--- src/rtl/messbauer_velocity_profile_generator.sv ---
// messbauer_velocity_profile_generator: sawtooth/triangle velocity reference with sync pulse and period counter
module messbauer_velocity_profile_generator #(
  parameter int DATA_WIDTH  = 12,
  parameter int COUNT_WIDTH = 16
) (
  input  logic                   clk_i,
  input  logic                   areset_n_i,
  input  logic                   enable_i,
  input  logic                   cfg_mode_i,
  input  logic [DATA_WIDTH-1:0]  cfg_peak_i,
  input  logic [DATA_WIDTH-1:0]  cfg_up_step_i,
  input  logic [DATA_WIDTH-1:0]  cfg_down_step_i,
  output logic [DATA_WIDTH-1:0]  out_value_o,
  output logic                   dir_o,
  output logic                   period_start_o,
  output logic [COUNT_WIDTH-1:0] period_count_o,
  output logic                   busy_o,
  output logic                   cfg_error_o
);
  typedef enum logic [1:0] {IDLE, RISE, FALL} state_t;
  state_t state_q, state_d;
  logic [DATA_WIDTH-1:0] out_q, out_d, peak_q, peak_d, up_q, up_d, dn_q, dn_d;
  logic [COUNT_WIDTH-1:0] cnt_q, cnt_d;
  logic dir_q, dir_d, ps_q, ps_d, err_q, err_d, seen_q, seen_d;
  logic valid, restart;
  logic [DATA_WIDTH:0] sum;
  assign valid = (|cfg_peak_i) && (|cfg_up_step_i) && (cfg_mode_i || (|cfg_down_step_i));
  assign sum = {1'b0, out_q} + {1'b0, up_q};
  // seen_q suppresses repeated error pulses while the same bad request is held
  always_comb begin
    state_d = state_q;
    out_d   = out_q;
    dir_d   = dir_q;
    cnt_d   = cnt_q;
    peak_d  = peak_q;
    up_d    = up_q;
    dn_d    = dn_q;
    ps_d    = 1'b0;
    err_d   = 1'b0;
    restart = 1'b0;
    case (state_q)
      RISE: begin
        if (sum >= {1'b0, peak_q}) begin
          out_d   = peak_q;
          dir_d   = 1'b1;
          state_d = FALL;
        end else out_d = sum[DATA_WIDTH-1:0];
      end
      FALL: begin
        if (out_q > dn_q) out_d = out_q - dn_q;
        else begin
          out_d   = '0;
          dir_d   = 1'b0;
          cnt_d   = cnt_q + 1'b1;
          state_d = IDLE;
          restart = enable_i;
        end
      end
      default: restart = enable_i;
    endcase
    if (restart && valid) begin
      state_d = RISE;
      ps_d    = 1'b1;
      peak_d  = cfg_peak_i;
      up_d    = cfg_up_step_i;
      dn_d    = cfg_mode_i ? cfg_up_step_i : cfg_down_step_i;
    end else err_d = restart && !seen_q;
    seen_d = restart && !valid;
  end
  always_ff @(negedge clk_i or negedge areset_n_i) begin
    if (!areset_n_i) begin
      state_q <= IDLE;
      out_q   <= '0;
      dir_q   <= 1'b0;
      cnt_q   <= '0;
      peak_q  <= '0;
      up_q    <= '0;
      dn_q    <= '0;
      ps_q    <= 1'b0;
      err_q   <= 1'b0;
      seen_q  <= 1'b0;
    end else begin
      state_q <= state_d;
      out_q   <= out_d;
      dir_q   <= dir_d;
      cnt_q   <= cnt_d;
      peak_q  <= peak_d;
      up_q    <= up_d;
      dn_q    <= dn_d;
      ps_q    <= ps_d;
      err_q   <= err_d;
      seen_q  <= seen_d;
    end
  end
  assign out_value_o    = out_q;
  assign dir_o          = dir_q;
  assign period_start_o = ps_q;
  assign period_count_o = cnt_q;
  assign busy_o         = state_q != IDLE;
  assign cfg_error_o    = err_q;
endmodule

--- config.mk ---
export PLATFORM = sky130hd
export DESIGN_NAME = messbauer_velocity_profile_generator
export DESIGN_NICKNAME = d
export VERILOG_FILES = /design/src/rtl/messbauer_velocity_profile_generator.sv
export SDC_FILE = /design/constraint.sdc
export NUM_CORES = 1
export LEC_CHECK = 0
export ABC_AREA = 1
export CAP_MARGIN = 20
export CORE_ASPECT_RATIO = 0.6
export CORE_MARGIN = 1.5
export CORE_UTILIZATION = 40
export DETAILED_ROUTE_END_ITERATION = 8
export SLEW_MARGIN = 20
export SYNTH_ARGS = -nofsm -noshare
export SYNTH_HDL_FRONTEND = slang
export SYNTH_SLANG_ARGS = --single-unit
--- constraint.sdc ---
create_clock -name clk_i -period 4 [get_ports clk_i]
set_input_delay 0.4 -clock clk_i [delete_from_list [all_inputs] [get_ports clk_i]]
set_output_delay 0.4 -clock clk_i [all_outputs]
set_load 0.1 [all_outputs]
# ---- Word level (Yosys, flattened, before mapping)
# Index checks and enable logic that the tools add are counted.
dict set report op_classes {
  add_sub_neg 3
  n_shift 0
  n_mux 15
  n_mul 0
  magnitude_cmp 2
  n_div 0
  n_reduce_logical 17
  eq_ne 6
  n_bitwise 1
}
# op n
set op_table {}
lappend op_table {{12-bit two-way mux} 3}
lappend op_table {{12-bit OR reduction} 3}
lappend op_table {{12-bit case mux with 2 select lines} 1}
lappend op_table {{16-bit by 1-bit adder with 16-bit output (second input constant)} 1}
lappend op_table {{12-bit by 12-bit adder with 13-bit output} 1}
lappend op_table {{13-bit by 12-bit greater-or-equal comparator with 1-bit output} 1}
lappend op_table {{12-bit greater-than comparator} 1}
lappend op_table {{12-bit subtractor} 1}
lappend op_table {{2-bit two-way mux} 3}
lappend op_table {{3-bit != test (second input constant)} 2}
lappend op_table {{3-bit AND reduction} 2}
lappend op_table {{1-bit logical AND} 5}
lappend op_table {{1-bit two-way mux} 5}
lappend op_table {{2-bit != test (second input constant)} 2}
lappend op_table {{1-bit case mux with 2 select lines} 2}
lappend op_table {{2-bit case mux with 2 select lines} 1}
lappend op_table {{2-bit nonzero test} 2}
lappend op_table {{3-bit nonzero test} 1}
lappend op_table {{2-bit by 1-bit == test with 1-bit output (second input constant)} 1}
lappend op_table {{2-bit == test (second input constant)} 1}
lappend op_table {{1-bit zero test} 2}
lappend op_table {{2-bit AND reduction} 1}
lappend op_table {{1-bit logical OR} 1}
lappend op_table {{1-bit NOT} 1}
dict set report word_totals {
  latch_bits 0
  rom_bits 0
  elab_cells 54
  output_inout_bits 32
  n_memories 0
  ff_bits 70
  inputBits 40
  mem_bits_rw 0
}

# ---- Longest topological paths before layout
# Gate-level depths: netlist of the first run.
dict set report depth {
  word_depth 6
  mapped_depth 24
  ltp_nobuf 24
}

==> results of run 1 <==
==> worst max-delay path by stage <==
stage | startpoint | slack [ps] | end | cells after the start
finish | cfg_peak_i[3] | 100 | up_q[6]$_DFFE_NN0P_ | 11
global route | cfg_peak_i[2] | -10 | up_q[6]$_DFFE_NN0P_ | 11
CTS | cfg_down_step_i[10] | 50 | up_q[9]$_DFFE_NN0P_ | 9
detailed placement | cfg_peak_i[3] | -420 | peak_q[0]$_DFFE_NN0P_ | 10
global placement | cfg_down_step_i[10] | -360 | peak_q[8]$_DFFE_NN0P_ | 10
floorplan | out_value_o[0]$_DFFE_NN0N_ | 300 | out_value_o[7]$_DFFE_NN0N_ | 22
==> flip-flops by register name, summed over array words and instances, names as in the netlist <==
name / cells
cfg_error_o: 1
dir_o: 1
dn_q: 12
out_value_o: 12
peak_q: 12
period_count_o: 16
period_start_o: 1
seen_q: 1
state_q: 2
up_q: 12
==> metal layers <==
| layer | track usage (%) | wire length, um | vias to the layer above |
|---|---|---|---|
| li1 | - | - | 2385 |
| met1 | 34.5 | 7480 | 2193 |
| met2 | 30.6 | 5530 | 122 |
| met3 | 6.28 | 903 | 10 |
| met4 | 4.96 | 104 | 0 |
| met5 | 0 | 0 | - |
==> power groups by stage <==
stage	registers [mW]	logic [mW]	clock network, mW
6_report	0.712	0.102	0.915
4_1_cts	0.712	0.101	0.927
3_3_place_gp	0.724	0.0995	0
5_1_grt	0.712	0.111	0.951
2_1_floorplan	0.724	0.0146	0
3_5_place_dp	0.724	0.100	0
==> area by class of cell <==
type / count / area share (%)
clock buffers: 10 / 3.53
clock inverters: 6 / 1.38
inverters: 90 / 5.06
multi-input cells: 497 / 41.4
flip-flops and latches: 70 / 25.8
well taps: 165 / 3.05
repair buffers: 109 / 19.7
==> cell families (layout without fill, tap and decap cells) <==
family	after synthesis	in the layout	share of synthesized area, %
compound gates	107	107	12.4
xor+xnor	27	27	4.76
buf+inv	107	215	8.94
flops	70	70	35.3
mux	3	3	0.604
simple gates	318	318	27.2
fa+ha+maj	42	42	10.9
==> through the flow <==
stage / util, % / hold slack (ps) / setup slack [ps] / area (um2) / power (mW)
4_1_cts: 55.8 / 435 / 48.6 / 6750 / 1.74
3_3_place_gp: 52.9 / 430 / -357 / 6410 / 0.824
6_report: 56.0 / 426 / 98.0 / 6780 / 1.73
5_1_grt: 56.0 / 451 / -13.7 / 6780 / 1.77
3_5_place_dp: 52.9 / 434 / -416 / 6410 / 0.825
2_1_floorplan: - / 410 / 301 / 4970 / 0.739
==> timing repair <==
item                                    CTS  global route
endpoints found under the setup margin    8            37
pin swaps                                 0             1
hold buffers                              0             0
gates resized for setup                   3             5
==> worst max-delay path, cell delays in order <==
cell                              delay, ps
sky130_fd_sc_hd__clkdlybuf4s50_1        500
sky130_fd_sc_hd__nor4_2                  60
sky130_fd_sc_hd__buf_4                  130
sky130_fd_sc_hd__nand3_1                130
sky130_fd_sc_hd__o21ai_2                 80
sky130_fd_sc_hd__a21oi_2                180
sky130_fd_sc_hd__nand3_4                150
sky130_fd_sc_hd__buf_12                 190
sky130_fd_sc_hd__buf_4                  140
sky130_fd_sc_hd__nand2_1                 40
sky130_fd_sc_hd__o21ai_0                 60
==> cells in the final DEF (no fill, tap or decap), drive strengths merged, types with 2 or more instances in the layout <==
cell type,Yosys,final
nor2,57,57
a21oi,35,35
fa,2,2
o21a,2,2
o21ai,59,59
bufinv,0,2
xor2,16,16
nand2,188,188
dfrtn,70,70
or2,3,3
inv,90,91
buf,11,71
nor3,3,3
nand3b,3,3
nand3,50,50
clkinv,0,2
a21o,3,3
clkdlybuf4s50,0,38
a31oi,3,3
clkbuf,6,10
nor4,9,9
nand4,5,5
xnor2,11,11
ha,40,40
mux2i,3,3
o21bai,2,2
==> impl_metrics.prom, run 1 <==
# TYPE chip_impl_metric gauge
chip_impl_info{name="status",value="finished clean"} 1
chip_impl_info{name="root_buffer",value="sky130_fd_sc_hd__clkbuf_16"} 1
chip_impl_info{name="netlist_top_cells_area",value="sky130_fd_sc_hd__dfrtn_1, sky130_fd_sc_hd__nand2_1, sky130_fd_sc_hd__ha_1, sky130_fd_sc_hd__inv_1, sky130_fd_sc_hd__nand3_1"} 1
chip_impl_metric{name="synthesis.yosys.warnings",unit=""} 0
chip_impl_metric{name="setup-tns-final",unit="ps"} 0
chip_impl_info{name="beginning_of_the_worst_register_to_register_path",value="out_value_o[0]$_DFFE_NN0N_"} 1
chip_impl_metric{name="post_synth_design_cell_area",unit="um2"} 4970
chip_impl_metric{name="dp_hpwl",unit="um"} 11100
chip_impl_metric{name="p_comb_share",unit="%"} 5.9
chip_impl_metric{name="detailedRoute.firstIterationViolations",unit=""} 279
chip_impl_metric{name="clk_transition_reported_paths",unit="ps"} 40
chip_impl_metric{name="grt_start_max_net_pins",unit=""} 31
chip_impl_metric{name="numPortBuffers",unit=""} 71
chip_impl_metric{name="htree_levels",unit=""} 3
chip_impl_metric{name="ys_seq_area_share",unit="%"} 35.3
chip_impl_metric{name="synth-seq-cells",unit=""} 70
chip_impl_metric{name="reg2reg_slack",unit="ps"} 410
chip_impl_metric{name="fp.coreArea",unit="um2"} 12100
chip_impl_metric{name="layout.area.seq",unit="um2"} 1750
chip_impl_info{name="hold_path_class",value="flop to flop"} 1
chip_impl_info{name="postSynth.topFlopCell",value="sky130_fd_sc_hd__dfrtn_1"} 1
chip_impl_metric{name="grt_antenna_before_repair",unit=""} 0
chip_impl_metric{name="worst_hold_path.num_cells",unit=""} 1
chip_impl_metric{name="clock_latency_on_the_worst_skew_pair",unit="ps"} 350
chip_impl_metric{name="power.internal",unit="mW"} 1.34
chip_impl_metric{name="antenna_cells_inserted",unit=""} 0
chip_impl_metric{name="vdd.ir_drop.worst",unit="V"} 0.000176
chip_impl_metric{name="floorplan.rows",unit=""} 31
chip_impl_metric{name="ant_nets",unit=""} 0
chip_impl_metric{name="die_height",unit="um"} 89.3
chip_impl_metric{name="worst-endpoint-required",unit="ps"} 2190
chip_impl_metric{name="vias",unit=""} 4710
chip_impl_metric{name="clkPwrFrac",unit="%"} 52.9
chip_impl_metric{name="footprint_of_the_multi_input_gates",unit="um2"} 2810
chip_impl_metric{name="power.switching_fraction",unit="%"} 22.6
chip_impl_metric{name="synthesis.area_per_instance",unit="um2"} 7.37
chip_impl_info{name="path_class",value="input pin to flop"} 1
chip_impl_metric{name="power_switching",unit="mW"} 0.391
chip_impl_info{name="whs_endpoint",value="cfg_error_o$_DFF_NN0_"} 1
chip_impl_metric{name="gr-total-overflow",unit=""} 0
chip_impl_metric{name="power.density_cell_area",unit="nW/um2"} 255
chip_impl_metric{name="dieWidth",unit="um"} 147
chip_impl_metric{name="syn_inst",unit=""} 674
chip_impl_metric{name="post_cts_setup_buffer_count",unit=""} 0
chip_impl_metric{name="nets",unit=""} 859
chip_impl_metric{name="grt_pass1_wl",unit="um"} 22600
chip_impl_metric{name="ctsLongestPathBuffers",unit=""} 2
chip_impl_info{name="tritoncts",value="yes"} 1
chip_impl_info{name="synth.top_cells.by_count",value="sky130_fd_sc_hd__nand2_1, sky130_fd_sc_hd__inv_1, sky130_fd_sc_hd__dfrtn_1"} 1
chip_impl_metric{name="layoutNonFillerInstCount",unit=""} 947
chip_impl_metric{name="drt_drc_violations_left",unit=""} 0
chip_impl_metric{name="grt.total_usage",unit="%"} 22.5
chip_impl_metric{name="cts_made_buffers",unit=""} 9
chip_impl_metric{name="numClockSinks",unit=""} 70
chip_impl_metric{name="max_slew.worst_pin.slew",unit="ps"} 762
chip_impl_metric{name="routed_wl",unit="um"} 14000
chip_impl_metric{name="postSynth.asyncResetShare",unit="%"} 100
chip_impl_info{name="crit_path_start_kind",value="input pin"} 1
chip_impl_metric{name="layout.filler_cells",unit=""} 1125
chip_impl_metric{name="yosysUniqueCellTypes",unit=""} 38
chip_impl_info{name="synth_top_cell_by_area",value="sky130_fd_sc_hd__dfrtn_1"} 1
chip_impl_metric{name="detail_route.wl_per_cell",unit="um"} 14.8
chip_impl_info{name="rr_endpoint",value="out_value_o[9]$_DFFE_NN0N_"} 1
chip_impl_metric{name="pwr-share-seq",unit="%"} 41.2
chip_impl_metric{name="detailedRoute.firstPassIterationCount",unit=""} 5
chip_impl_metric{name="timing.max_slew.rel_slack",unit="%"} 49.2
chip_impl_metric{name="cellLeakagePower",unit="nW"} 3.45
chip_impl_metric{name="synthesis.nets",unit=""} 756
chip_impl_metric{name="drt-vias-per-instance",unit=""} 4.97
chip_impl_metric{name="fin_worst_skew",unit="ps"} 4.26
chip_impl_info{name="crit_path_end_kind",value="flop"} 1
chip_impl_metric{name="worst-r2r-cell-count",unit=""} 24
chip_impl_metric{name="io_pins",unit=""} 72
chip_impl_metric{name="post-synth-top-area-fraction",unit="%"} 35.3
chip_impl_metric{name="synth_edf_count",unit=""} 0
chip_impl_info{name="synth_most_common_cell",value="sky130_fd_sc_hd__nand2_1"} 1
chip_impl_metric{name="maxcap_viol_count",unit=""} 0
chip_impl_metric{name="slew_violations",unit=""} 0
chip_impl_metric{name="data_arrival_time_of_the_worst_path",unit="ps"} 2090
chip_impl_metric{name="final_report_setup_violation_count",unit=""} 0
chip_impl_metric{name="area_overhead_of_the_layout_relative_to_synthesis",unit="%"} 36.4
chip_impl_metric{name="floorplan.initialDensity",unit="%"} 41.1
chip_impl_metric{name="final_hold_viols",unit=""} 0
chip_impl_metric{name="first_global_vias",unit=""} 4383
chip_impl_metric{name="dp_cells",unit=""} 931
chip_impl_metric{name="critPathMaxFanout",unit=""} 25
chip_impl_metric{name="gp_routability_congestion",unit=""} 0.976
chip_impl_metric{name="drive_above_1_share",unit="%"} 15.0
chip_impl_info{name="holdCritStartpoint",value="seen_q$_DFF_NN0_"} 1
chip_impl_metric{name="die-area",unit="um2"} 13100
Power figures use the tool's default switching activity.
==> run 2: changes to the inputs <==
- DONT_BUFFER_PORTS: unset -> 1
==> run 2 against run 1 <==
Effect of this change: sequential power about the same; largest power group unchanged; cell area decreased by 16%; via count decreased by 7.0%; count of clock-buffer cells in the layout unchanged; worst hold slack improved by 5.4 ps; final cell count decreased by 7.6%; clock power decreased by 4.7%; first-iteration DRC count increased by 78%; clock skew increased by 2.4 ps; critical path depth decreased by 7; non-clock buffer count decreased by 72.
==> impl_metrics.prom, run 2 (synthesis results as in run 1) <==
# TYPE chip_impl_metric gauge
chip_impl_info{name="status",value="finished clean"} 1
chip_impl_metric{name="clkPwrFrac",unit="%"} 54.5
chip_impl_metric{name="io_pins",unit=""} 72
chip_impl_metric{name="die-area",unit="um2"} 13100
chip_impl_info{name="tritoncts",value="yes"} 1
chip_impl_metric{name="cts_made_buffers",unit=""} 9
chip_impl_metric{name="nets",unit=""} 787
chip_impl_metric{name="final_report_setup_violation_count",unit=""} 0
chip_impl_metric{name="grt_start_max_net_pins",unit=""} 71
chip_impl_metric{name="slew_violations",unit=""} 0
chip_impl_metric{name="clk_transition_reported_paths",unit="ps"} 40
chip_impl_metric{name="cellLeakagePower",unit="nW"} 3.03
chip_impl_metric{name="worst-endpoint-required",unit="ps"} 3600
chip_impl_info{name="crit_path_start_kind",value="flop"} 1
chip_impl_metric{name="gp_routability_congestion",unit=""} 0.954
chip_impl_metric{name="fp.coreArea",unit="um2"} 12100
chip_impl_metric{name="floorplan.initialDensity",unit="%"} 41.1
chip_impl_metric{name="setup_slack",unit="ps"} 240
chip_impl_metric{name="ctsLongestPathBuffers",unit=""} 2
chip_impl_metric{name="drt-vias-per-instance",unit=""} 5.01
chip_impl_metric{name="power_switching",unit="mW"} 0.322
chip_impl_metric{name="numPortBuffers",unit=""} 0
chip_impl_info{name="path_class",value="flop to primary output"} 1
chip_impl_metric{name="grt_antenna_before_repair",unit=""} 0
chip_impl_metric{name="critPathMaxFanout",unit=""} 3
chip_impl_metric{name="detail_route.wl_per_cell",unit="um"} 14.7
chip_impl_metric{name="numClockSinks",unit=""} 70
chip_impl_metric{name="vdd.ir_drop.worst",unit="V"} 0.000204
chip_impl_metric{name="power.switching_fraction",unit="%"} 20.1
chip_impl_metric{name="antenna_cells_inserted",unit=""} 0
chip_impl_info{name="layout_commonest_cell",value="sky130_fd_sc_hd__nand2_1"} 1
chip_impl_metric{name="drive_above_1_share",unit="%"} 11.1
chip_impl_metric{name="clock_latency_on_the_worst_skew_pair",unit="ps"} 340
chip_impl_metric{name="grt_pass1_wl",unit="um"} 20400
chip_impl_metric{name="dieWidth",unit="um"} 147
chip_impl_metric{name="fin_worst_skew",unit="ps"} 6.67
chip_impl_metric{name="max_slew.worst_pin.slew",unit="ps"} 714
chip_impl_metric{name="ant_nets",unit=""} 0
chip_impl_metric{name="gr-total-overflow",unit=""} 0
chip_impl_metric{name="final_hold_viols",unit=""} 0
chip_impl_info{name="rsz0062_at_grt",value="false"} 1
chip_impl_metric{name="data_arrival_time_of_the_worst_path",unit="ps"} 3360
chip_impl_metric{name="pwr-share-seq",unit="%"} 44.5
chip_impl_metric{name="detailedRoute.firstPassIterationCount",unit=""} 5
chip_impl_metric{name="htree_levels",unit=""} 3
chip_impl_metric{name="totalPowerFinal",unit="mW"} 1.60
chip_impl_metric{name="detailedRoute.firstIterationViolations",unit=""} 496
chip_impl_metric{name="die_height",unit="um"} 89.3
chip_impl_info{name="root_buffer",value="sky130_fd_sc_hd__clkbuf_16"} 1
chip_impl_metric{name="area_overhead_of_the_layout_relative_to_synthesis",unit="%"} 14.7
chip_impl_metric{name="dpl_worst_slack",unit="ps"} 58.3
chip_impl_metric{name="layout.filler_cells",unit=""} 1214
chip_impl_metric{name="dp_hpwl",unit="um"} 10200
chip_impl_metric{name="largest_register_ffs",unit=""} 16
chip_impl_metric{name="maxcap_viol_count",unit=""} 0
chip_impl_metric{name="power.internal",unit="mW"} 1.28
chip_impl_metric{name="setup-tns-final",unit="ps"} 0
chip_impl_metric{name="drt_drc_violations_left",unit=""} 0
chip_impl_metric{name="grt.total_usage",unit="%"} 20.3
chip_impl_info{name="crit_path_end_kind",value="primary output"} 1
chip_impl_metric{name="p_comb_share",unit="%"} 1.0
chip_impl_info{name="commonest_non_fill_non_tap_cells_in_the_layout",value="sky130_fd_sc_hd__nand2_1, sky130_fd_sc_hd__inv_1, sky130_fd_sc_hd__dfrtn_1, sky130_fd_sc_hd__nor2_1, sky130_fd_sc_hd__nand3_1"} 1
chip_impl_metric{name="first_global_vias",unit=""} 3977
chip_impl_metric{name="vias",unit=""} 4381
chip_impl_metric{name="routed_wl",unit="um"} 12800
chip_impl_metric{name="power.density_cell_area",unit="nW/um2"} 281
chip_impl_info{name="hold_path_class",value="flop to flop"} 1
chip_impl_metric{name="cts_hold_buffers",unit=""} 0
chip_impl_metric{name="floorplan.rows",unit=""} 31
chip_impl_metric{name="timing.max_slew.rel_slack",unit="%"} 52.4
[run 2: cell types whose count changed in the layout (fill, tap and decap cells not counted), moves of 2 or more]
cell	change
sky130_fd_sc_hd__nor4_1	+3
sky130_fd_sc_hd__buf_12	-32
sky130_fd_sc_hd__clkdlybuf4s50_1	-38
sky130_fd_sc_hd__clkinv_2	+2
sky130_fd_sc_hd__clkinv_4	-2
sky130_fd_sc_hd__inv_6	-2
sky130_fd_sc_hd__nor4_2	-2
[run 2: metrics by stage]
step | utilization, % | instances | instance area (um2) | hold slack (ps)
2_1_floorplan | - | 674 | 4970 | 410
3_3_place_gp | 44.4 | 859 | 5370 | 432
3_5_place_dp | 44.4 | 859 | 5370 | 434
4_1_cts | 47.1 | 875 | 5700 | 435
5_1_grt | 47.1 | 875 | 5700 | 464
6_report | 47.1 | 875 | 5700 | 431
[run 2: metal layers]
layer / up-vias / track usage [%] / wire length, um / part of all wire, %
met3: 8 / 5.46 / 983 / 7.7
li1: 2244 / - / - / -
met4: 0 / 4.32 / 110 / 0.86
met1: 1979 / 31.6 / 6790 / 53
met2: 150 / 27.1 / 4950 / 39
met5: - / 0 / 0 / 0
[run 2: worst max-delay path, stage by stage, from the launching register on]
cell and delay (ps):
sky130_fd_sc_hd__dfrtn_1 440, sky130_fd_sc_hd__inv_1 70, sky130_fd_sc_hd__ha_1 190, sky130_fd_sc_hd__inv_1 50
sky130_fd_sc_hd__buf_4 280
[run 2: path summary, 6_finish.rpt]
| kind | start | to | slack, ps | cells after the start |
|---|---|---|---|---|
| setup / recovery | state_q[0]$_DFFE_NN0P_ | busy_o | 240 | 4 |
| hold / removal | dn_q[1]$_DFFE_NN0P_ | dn_q[1]$_DFFE_NN0P_ | 430 | 2 |
| setup reg to reg | out_value_o[0]$_DFFE_NN0N_ | out_value_o[9]$_DFFE_NN0N_ | 450 | 24 |
| hold reg to reg | dn_q[1]$_DFFE_NN0P_ | dn_q[1]$_DFFE_NN0P_ | 430 | 2 |
| max in group asynchronous | areset_n_i | dn_q[2]$_DFFE_NN0P_ | 2190 | 0 |
| min in group asynchronous | areset_n_i | period_count_o[11]$_DFFE_NN0P_ | 1640 | 0 |
[run 2: timing repair]
item                       CTS  global route
setup endpoints to repair    0             2
buffers inserted             0             0
gates resized for setup      0             1
[run 2: cell type report]
| class | count | area (um2) | area share [%] |
|---|---|---|---|
| clock buffer | 10 | 239 | 4.19 |
| timing repair buffer | 37 | 303 | 5.31 |
| inverter | 90 | 340 | 5.97 |
| sequential | 70 | 1750 | 30.7 |
| multi-input combinational | 497 | 2780 | 48.7 |
| clock inverter | 6 | 85.1 | 1.49 |
| tap | 165 | 206 | 3.62 |
[run 2: power by group through the flow]
stage          combinational [mW]  clock (mW)  sequential, mW
2_1_floorplan              0.0146           0           0.724
3_3_place_gp               0.0160           0           0.724
3_5_place_dp               0.0160           0           0.724
4_1_cts                    0.0160       0.891           0.712
5_1_grt                    0.0190       0.926           0.712
6_report                   0.0160       0.872           0.712
